`src/rtl/risc_mmu_pkg.sv`:
```
// Shared MMU definitions for the RiSC TLB-miss walker.
//   - PTE field positions (valid bit, PFN field)
//   - Walker FSM state encoding
//   - Default widths for VPN, PFN, ASID and TLB depth
//   - Helper that forms the PTE address from the table base and the VPN
package risc_mmu_pkg;

  localparam int ADDR_W          = 16;
  localparam int PTE_V_BIT       = 15;
  localparam int DEF_NUM_ENTRIES = 8;
  localparam int DEF_VPN_W       = 8;
  localparam int DEF_PFN_W       = 8;
  localparam int DEF_ASID_W      = 6;
  localparam int PTE_PFN_LSB     = 0;
  localparam int PTE_PFN_MSB     = PTE_PFN_LSB + DEF_PFN_W - 1;

  typedef enum logic [2:0] {
    S_IDLE  = 3'd0,
    S_READ  = 3'd1,
    S_CHECK = 3'd2,
    S_WRITE = 3'd3,
    S_DONE  = 3'd4,
    S_FAULT = 3'd5
  } walk_state_t;

  // PTE address: base + zero-extended VPN, wrapping modulo 2^16.
  function automatic logic [ADDR_W-1:0] pte_addr(input logic [ADDR_W-1:0] base,
                                                 input logic [ADDR_W-1:0] vpn_ext);
    return base + vpn_ext;
  endfunction

endpackage

```
`src/rtl/rr_victim_ptr.sv`:
```
// Round-robin victim pointer for the TLB.
//   clk, reset : clock, synchronous active-high reset (pointer -> 0)
//   adv_i      : advance by one entry, wrapping at NUM_ENTRIES
//   ptr_o      : current victim index
module rr_victim_ptr #(
  parameter int NUM_ENTRIES = 8
) (
  input  logic                           clk,
  input  logic                           reset,
  input  logic                           adv_i,
  output logic [$clog2(NUM_ENTRIES)-1:0] ptr_o
);

  localparam int IDX_W = $clog2(NUM_ENTRIES);

  logic [IDX_W-1:0] ptr_q;
  logic [IDX_W-1:0] ptr_d;

  always_comb begin
    ptr_d = ptr_q;
    if (adv_i) begin
      ptr_d = (ptr_q == IDX_W'(NUM_ENTRIES - 1)) ? '0 : ptr_q + IDX_W'(1);
    end
  end

  always_ff @(posedge clk) begin
    if (reset) begin
      ptr_q <= '0;
    end else begin
      ptr_q <= ptr_d;
    end
  end

  assign ptr_o = ptr_q;

endmodule

```
`src/rtl/tlb_refill_ctrl.sv`:
```
// TLB-miss walker: on a pipeline miss, reads one PTE over the MEM req/ack
// port and either writes a {asid, vpn, pfn} entry into the TLB at the
// round-robin victim index or reports a page fault.
//
// Ports
//   clk, reset       : clock, synchronous active-high reset
//   miss_req         : level miss request, held until done/fault pulse
//   miss_vpn/asid    : miss context, captured when the request is accepted
//   ptbr             : page-table base register
//   mem_req/mem_addr : PTE read request and address (stable until mem_ack)
//   mem_rdata/ack    : PTE data, valid with the one-cycle acknowledge
//   tlb_we, tlb_idx  : one-cycle TLB write strobe and victim index
//   tlb_vpn/asid/pfn : entry contents (latched values)
//   busy             : walker not idle
//   miss_done        : one-cycle pulse, refill written
//   miss_fault       : one-cycle pulse, PTE invalid
//   dbg_state        : current walker state
//
// Handshake: mem_req rises the cycle after acceptance and stays high with a
// constant mem_addr until the cycle mem_ack=1; mem_ack in any other state is
// ignored. miss_req is sampled only in IDLE.
module tlb_refill_ctrl
  import risc_mmu_pkg::*;
#(
  parameter int NUM_ENTRIES = DEF_NUM_ENTRIES,
  parameter int VPN_W       = DEF_VPN_W,
  parameter int PFN_W       = DEF_PFN_W,
  parameter int ASID_W      = DEF_ASID_W
) (
  input  logic                           clk,
  input  logic                           reset,
  input  logic                           miss_req,
  input  logic [VPN_W-1:0]               miss_vpn,
  input  logic [ASID_W-1:0]              miss_asid,
  input  logic [15:0]                    ptbr,
  output logic                           mem_req,
  output logic [15:0]                    mem_addr,
  input  logic [15:0]                    mem_rdata,
  input  logic                           mem_ack,
  output logic                           tlb_we,
  output logic [$clog2(NUM_ENTRIES)-1:0] tlb_idx,
  output logic [VPN_W-1:0]               tlb_vpn,
  output logic [ASID_W-1:0]              tlb_asid,
  output logic [PFN_W-1:0]               tlb_pfn,
  output logic                           busy,
  output logic                           miss_done,
  output logic                           miss_fault,
  output walk_state_t                    dbg_state
);

  walk_state_t        state_q;
  logic [VPN_W-1:0]   vpn_q;
  logic [ASID_W-1:0]  asid_q;
  logic [PFN_W-1:0]   pfn_q;
  logic               pte_v_q;
  logic [15:0]        mem_addr_q;
  logic               mem_req_q;
  logic               tlb_we_q;
  logic               done_q;
  logic               fault_q;

  // Only the valid bit and PFN field of the PTE are used.
  logic unused_rdata;
  assign unused_rdata = ^mem_rdata;

  always_ff @(posedge clk) begin
    if (reset) begin
      state_q    <= S_IDLE;
      vpn_q      <= '0;
      asid_q     <= '0;
      pfn_q      <= '0;
      pte_v_q    <= 1'b0;
      mem_addr_q <= '0;
      mem_req_q  <= 1'b0;
      tlb_we_q   <= 1'b0;
      done_q     <= 1'b0;
      fault_q    <= 1'b0;
    end else begin
      // Strobes are single-cycle unless re-asserted below.
      tlb_we_q <= 1'b0;
      done_q   <= 1'b0;
      fault_q  <= 1'b0;
      case (state_q)
        S_IDLE: begin
          if (miss_req) begin
            vpn_q      <= miss_vpn;
            asid_q     <= miss_asid;
            // Address is captured once so it cannot move while waiting for ack.
            mem_addr_q <= pte_addr(ptbr, 16'(miss_vpn));
            mem_req_q  <= 1'b1;
            state_q    <= S_READ;
          end
        end
        S_READ: begin
          if (mem_ack) begin
            pte_v_q   <= mem_rdata[PTE_V_BIT];
            pfn_q     <= mem_rdata[PTE_PFN_LSB +: PFN_W];
            mem_req_q <= 1'b0;
            state_q   <= S_CHECK;
          end
        end
        S_CHECK: begin
          if (pte_v_q) begin
            tlb_we_q <= 1'b1;
            state_q  <= S_WRITE;
          end else begin
            fault_q <= 1'b1;
            state_q <= S_FAULT;
          end
        end
        S_WRITE: begin
          done_q  <= 1'b1;
          state_q <= S_DONE;
        end
        S_DONE:  state_q <= S_IDLE;
        S_FAULT: state_q <= S_IDLE;
        default: begin
          mem_req_q <= 1'b0;
          state_q   <= S_IDLE;
        end
      endcase
    end
  end

  // The victim advances at the end of the WRITE cycle, after its index was used.
  rr_victim_ptr #(
    .NUM_ENTRIES(NUM_ENTRIES)
  ) u_victim (
    .clk  (clk),
    .reset(reset),
    .adv_i(state_q == S_WRITE),
    .ptr_o(tlb_idx)
  );

  assign mem_req    = mem_req_q;
  assign mem_addr   = mem_addr_q;
  assign tlb_we     = tlb_we_q;
  assign tlb_vpn    = vpn_q;
  assign tlb_asid   = asid_q;
  assign tlb_pfn    = pfn_q;
  assign busy       = (state_q != S_IDLE);
  assign miss_done  = done_q;
  assign miss_fault = fault_q;
  assign dbg_state  = state_q;

endmodule

```
`config.mk`:
```
export PLATFORM = sky130hd
export DESIGN_NAME = tlb_refill_ctrl
export DESIGN_NICKNAME = d
export VERILOG_FILES = /design/src/rtl/risc_mmu_pkg.sv /design/src/rtl/rr_victim_ptr.sv /design/src/rtl/tlb_refill_ctrl.sv
export SDC_FILE = /design/constraint.sdc
export NUM_CORES = 1
export LEC_CHECK = 0
export CAP_MARGIN = 30
export CORE_MARGIN = 2
export CORE_UTILIZATION = 27
export CTS_BUF_LIST = sky130_fd_sc_hd__clkbuf_8
export DETAILED_ROUTE_END_ITERATION = 10
export PLACE_DENSITY = 0.55
export SYNTH_ARGS = -nofsm -noshare
export SYNTH_HDL_FRONTEND = slang
export SYNTH_SLANG_ARGS = --single-unit
```
`constraint.sdc`:
```
create_clock -name clk -period 1.8 [get_ports clk]
set_input_delay 0.36 -clock clk [delete_from_list [all_inputs] [get_ports clk]]
set_output_delay 0.36 -clock clk [all_outputs]
set_load 0.02 [all_outputs]
```
==> results of run 1 <==
==> final cells by class <==
type	instances	share of cell area [%]
timing repair buffer	130	31.3
clock buffer	5	1.81
inverter	8	0.790
sequential	49	25.8
clock inverter	3	0.461
multi-input combinational	213	36.3
tap	105	3.46
==> worst max-delay path by stage <==
stage | start | to | slack, ns
after floorplan | miss_vpn[0] | mem_addr[12] | 0.02
after global placement | miss_vpn[0] | mem_addr[12] | -0.51
after detailed placement | miss_vpn[1] | mem_addr[13] | -0.54
after CTS | ptbr[5] | mem_addr[8] | -0.007
after global routing | miss_vpn[3] | mem_addr[8] | 0.01
final | miss_vpn[4] | mem_addr[8] | 0.11
==> cell usage in the layout, fill, tap and decap left out, types with 5 or more instances in the layout <==
cell / count
clkdlybuf4s50_1: 73
nand2_1: 64
dfxtp_1: 48
a21oi_1: 40
buf_4: 38
nand3_1: 13
o21ai_0: 12
dlygate4sd2_1: 12
nor2_1: 10
inv_1: 9
ha_4: 7
nor3_1: 5
a21o_1: 5
clkbuf_8: 5
==> state kept, by name, indices dropped and copies added, names as in the netlist, 3 cells and up <==
name and count:
dbg_state 3, mem_addr 16, tlb_asid 6, tlb_pfn 8
tlb_vpn 8, u_victim.ptr_o 3
==> logic make-up after synthesis <==
family | synth area share [%]
adder cells (fa/ha/maj) | 6.20
flip-flops | 41.9
XOR/XNOR | 2.62
AO/OA/AOI/OAI | 21.5
AND/OR/NAND/NOR | 22.3
buffers and inverters | 4.60
multiplexers | 0.856
==> what timing repair did <==
action,in CTS,in global routing
setup endpoints to repair,15,9
pin swaps,18,15
setup buffers,2,1
resized for setup,30,11
==> metal layers <==
metal	vias up	GRT usage (%)	wire length [um]
met5	-	0	0
met3	6	3.53	380
met4	0	2.93	47
li1	1243	-	-
met2	82	24.4	3190
met1	1090	20.2	3330
==> power by group <==
| group | internal [mW] | switching, mW |
|---|---|---|
| registers | 1.16 | 0.0407 |
| clock network | 0.272 | 0.384 |
| logic | 0.410 | 0.411 |
| total | 1.84 | 0.836 |
==> metrics by stage <==
step,cells,setup TNS (ns),hold WS [ns],utilization (%)
after CTS,512,-0.00658,0.404,45.4
after floorplan,287,0,0.456,-
final,513,0,0.333,45.8
after detailed placement,503,-5.88,0.448,43.4
after global placement,503,-5.84,0.442,43.4
after global routing,513,0,0.348,45.8
==> tightest hold or removal path, stage by stage <==
cell	delay, ns
clkbuf_2	0.12
nand2_1	0.06
a21oi_1	0.05
==> results_dict.tcl, run 1 <==
set metrics [dict create \
    cts_tree "yes" \
    nFillCells 837 \
    drive_gt1_share_pct 17.6 \
    ys.flop_type "dfxtp_1" \
    synth.avg_cell_area_sq_um 8.15 \
    crit_required_ns 2.05 \
    die_area_sq_um 9430 \
    drv_cap 0 \
    synth.cell_area_sq_um 2340 \
    setup_violations 0 \
    synth_cells 287 \
    async_reset_ff_share_pct 0 \
    peakVddDrop_mv 0.297 \
    synth_nets 348 \
    nets 468 \
    avgRoutedWirePerCell_um 13.5 \
    finalCriticalPeriod_ns 1.69 \
    drt_wl_total_um 6940 \
    crit_type "input pin to flop" \
    finalPower_mw 2.68 \
    min_to "tlb_vpn[1]" \
    holdPathStages 3 \
    gr-total-overflow 0 \
    reg2regPathDepth 5 \
    rsz0062_at_grt "no" \
    reg2reg_slack_ns 0.28 \
    relSlewSlack_pct 75.3 \
    clk_pin_slew_ns 0.09 \
    grt_first_pass_wirelength_um 11800 \
    cp-start-kind "input pin" \
    final.setup_skew_ns 0.00370 \
    max_freq_ghz 0.591 \
    synth.largest_area_cell "dfxtp_1" \
    multi_input_area_sq_um 1380 \
    yosysSeqAreaShare_pct 41.9 \
    hp-class "input pin to flop" \
    grt_pass1_vias 2391 \
    die_x_um 97.1 \
    synth_top_area_share_pct 41.9 \
    ys_top_cells_by_count "nand2_1 (64), dfxtp_1 (49), a21oi_1 (42)" \
    p_per_area_nw_per_um2 704 \
    placed_area_sq_um 3600 \
    seq_area_sq_um 982 \
    syn2layout_area_growth_pct 62.5 \
    cts_max_path_buffers 2 \
    status "finished clean" \
    r2r-start "dbg_state[0]" \
    period_share_pct 94.1 \
    first_iter_violations 53 \
    cts_root_buf "clkbuf_8" \
    hold_path.startpoint "miss_vpn[1]" \
    portBuffers 91 \
    worstPathArrival_ns 1.94 \
    worst-path-max-fanout 5 \
    gp_congestion 0.792 \
    hold_violations 0 \
    cts_hold_repair.buffers 0 \
    setup.worst_path.end_class "flop" \
    ys_seq_elements 49 \
    drt_first_pass_iters 4 \
    hpwl_um 5360 \
    vias 2421 \
    setup_slack_ns 0.107 \
    maxSlewViolCount 0 \
    initial_utilization_pct 28.2 \
    insertion_delay_ns 0.30 \
    max_slew.worst_pin.slew_ns 0.370 \
    antenna_found_initial 0 \
    rr_endpoint "mem_addr[5]" \
    cts_buffers 5 \
    synth_cell_type_count 44 \
    cpPeakStageDelay_ns 0.42 \
    p_leak_nw 1.51 \
    ios 99 \
    yosys-top-cells-area "dfxtp_1 (42%), nand2_1 (10%), a21oi_1 (9.0%), ha_1 (5.3%), nand3_1 (2.8%)" \
    clkSinkCount 49 \
    cp_num_buf_inv 1 \
    grt_start_max_net_pins 25 \
    core_region_area_sq_um 8300 \
    path_depth 7 \
    n_antenna_cell 0 \
    synth_warnings 0 \
    crit_slowest_cell "or4_1" \
    drc_errors 0 \
    crit_family "compound AO/OA/AOI/OAI gates" \
    pre_cts_ws_ns -0.537 \
    die_h_um 97.1 \
    fin_area_sq_um 3800 \
    rows 33 \
    route.antenna.remaining_nets 0 \
    crit_chain "dlygate4sd2_1 > ha_4 > o211ai_1 > o21ai_2 > a31oi_1 > or4_1 > nand3_1" \
    synth.most_common_cell "nand2_1" \
    via_per_inst 4.72 \
    htreeDepth 2 \
    grt.total_usage_pct 14.9 \
    synth_edf_count 0 \
]
(Power assumes the default switching activity.)
==> run 2, diff against run 1 <==
CORE_MARGIN = not set   (was 2)
==> results_dict.tcl, run 2 (synthesis results as in run 1) <==
set metrics [dict create \
    reg2reg_slack_ns 0.24 \
    fin_area_sq_um 3810 \
    pre_cts_ws_ns -0.585 \
    drv_cap 0 \
    die_x_um 95.1 \
    r2r-start "dbg_state[0]" \
    antenna_found_initial 0 \
    die_area_sq_um 9040 \
    grt_start_max_net_pins 25 \
    cts_root_buf "clkbuf_8" \
    peakVddDrop_mv 0.313 \
    worst-path-max-fanout 5 \
    final.setup_skew_ns 0.00600 \
    insertion_delay_ns 0.30 \
    clkSinkCount 49 \
    p_leak_nw 1.51 \
    finalCriticalPeriod_ns 1.70 \
    final_cell_mix "clkdlybuf4s50_1 (74), nand2_1 (63), dfxtp_1 (48)" \
    first_iter_violations 52 \
    cts_hold_repair.buffers 0 \
    startpoint "miss_vpn[1]" \
    status "finished clean" \
    period_share_pct 94.6 \
    cts_buffers 5 \
    syn2layout_area_growth_pct 62.9 \
    cts_max_path_buffers 2 \
    hold_violations 0 \
    cts_tree "yes" \
    crit_type "input pin to flop" \
    drt_wl_total_um 6910 \
    placed_area_sq_um 3570 \
    via_per_inst 4.71 \
    cp-start-kind "input pin" \
    relSlewSlack_pct 73.2 \
    worstPathArrival_ns 1.89 \
    gp_congestion 0.929 \
    setup_violations 0 \
    p_per_area_nw_per_um2 698 \
    route.antenna.remaining_nets 0 \
    drc_errors 0 \
    rsz0062_at_grt "no" \
    die_h_um 95.1 \
    maxSlewViolCount 0 \
    utilization_pct 45.9 \
    core_region_area_sq_um 8300 \
    clk_pin_slew_ns 0.09 \
    hpwl_um 5310 \
    reg2regPathDepth 5 \
    initial_utilization_pct 28.2 \
    nFillCells 848 \
    vias 2428 \
    n_antenna_cell 0 \
    drt_first_pass_iters 6 \
    grt.total_usage_pct 15.5 \
    holdWs_ns 0.313 \
    gr-total-overflow 0 \
    htreeDepth 2 \
    rr_endpoint "mem_addr[11]" \
    setup_slack_ns 0.0974 \
    nets 470 \
    avgRoutedWirePerCell_um 13.4 \
    crit_end "mem_addr[14]" \
    grt_pass1_vias 2320 \
    max_freq_ghz 0.587 \
    final_common_cell "clkdlybuf4s50_1" \
    grt_first_pass_wirelength_um 11000 \
    ios 99 \
    portBuffers 91 \
    max_slew.worst_pin.slew_ns 0.402 \
    drive_gt1_share_pct 18.5 \
    setup.worst_path.end_class "flop" \
    rows 33 \
    crit_required_ns 1.99 \
    largest_reg_flops 16 \
    finalPower_mw 2.66 \
    hp-class "input pin to flop" \
]
==> run 2: cell count changes in the layout (fill, tap and decap cells not counted), moves of 2 or more <==
cell and change:
buf_4 +2, clkdlybuf4s15_1 +4, ha_4 -2, dlygate4sd2_1 -5
==> run 2: worst max-delay path, cell delays in order <==
cell and delay [ns]:
clkdlybuf4s15_2 0.20, buf_6 0.12, fa_2 0.39, a211oi_2 0.23, o21ai_2 0.14, o211ai_1 0.21, xor2_1 0.16, a21oi_1 0.08
==> run 2: per-stage QoR <==
stage / TNS (ns) / std cells
6_report: 0 / 515
5_1_grt: 0 / 515
4_1_cts: 0 / 513
3_5_place_dp: -6.19 / 500
3_3_place_gp: -5.79 / 500
2_1_floorplan: 0 / 287
==> run 2: layout make-up <==
type / instances / area [sq um] / area share, %
clock inverters: 3 / 17.5 / 0.459
clock buffers: 5 / 68.8 / 1.81
well taps: 105 / 131 / 3.45
multi-input cells: 213 / 1370 / 36.0
repair buffers: 132 / 1210 / 31.7
flip-flops and latches: 49 / 982 / 25.8
inverters: 8 / 30.0 / 0.788
==> run 2: worst min path at each step <==
| stage | start | cells after the start | endpoint | slack [ns] |
|---|---|---|---|---|
| 6_report | miss_vpn[0] | 3 | tlb_vpn[0] | 0.31 |
| 5_1_grt | miss_vpn[0] | 3 | tlb_vpn[0] | 0.33 |
| 2_1_floorplan | pte_v_q | 1 | miss_fault | 0.46 |
| 3_5_place_dp | mem_addr[3] | 2 | mem_addr[3] | 0.45 |
| 3_3_place_gp | tlb_asid[0] | 2 | tlb_asid[0] | 0.44 |
| 4_1_cts | miss_vpn[0] | 3 | tlb_vpn[0] | 0.41 |
==> run 2: repair_timing <==
item                                    CTS  global route
buffers inserted                          5             2
gates resized for setup                  35            11
endpoints found under the setup margin   14             9
pin swaps                                19            12
==> run 2: power breakdown <==
part,switching [mW],internal [mW],total (mW),leakage (nW)
clock,0.368,0.269,0.637,0.0439
combinational,0.413,0.414,0.827,1.07
sequential,0.0408,1.16,1.20,0.402
==> run 2: per-layer routing <==
metal / part of all wire [%] / track usage (%) / vias to the layer above
met1: 48 / 20.6 / 1097
li1: - / - / 1246
met5: 0 / 0 / -
met2: 45 / 25.0 / 76
met3: 6.1 / 3.27 / 9
met4: 1.2 / 4.42 / 0
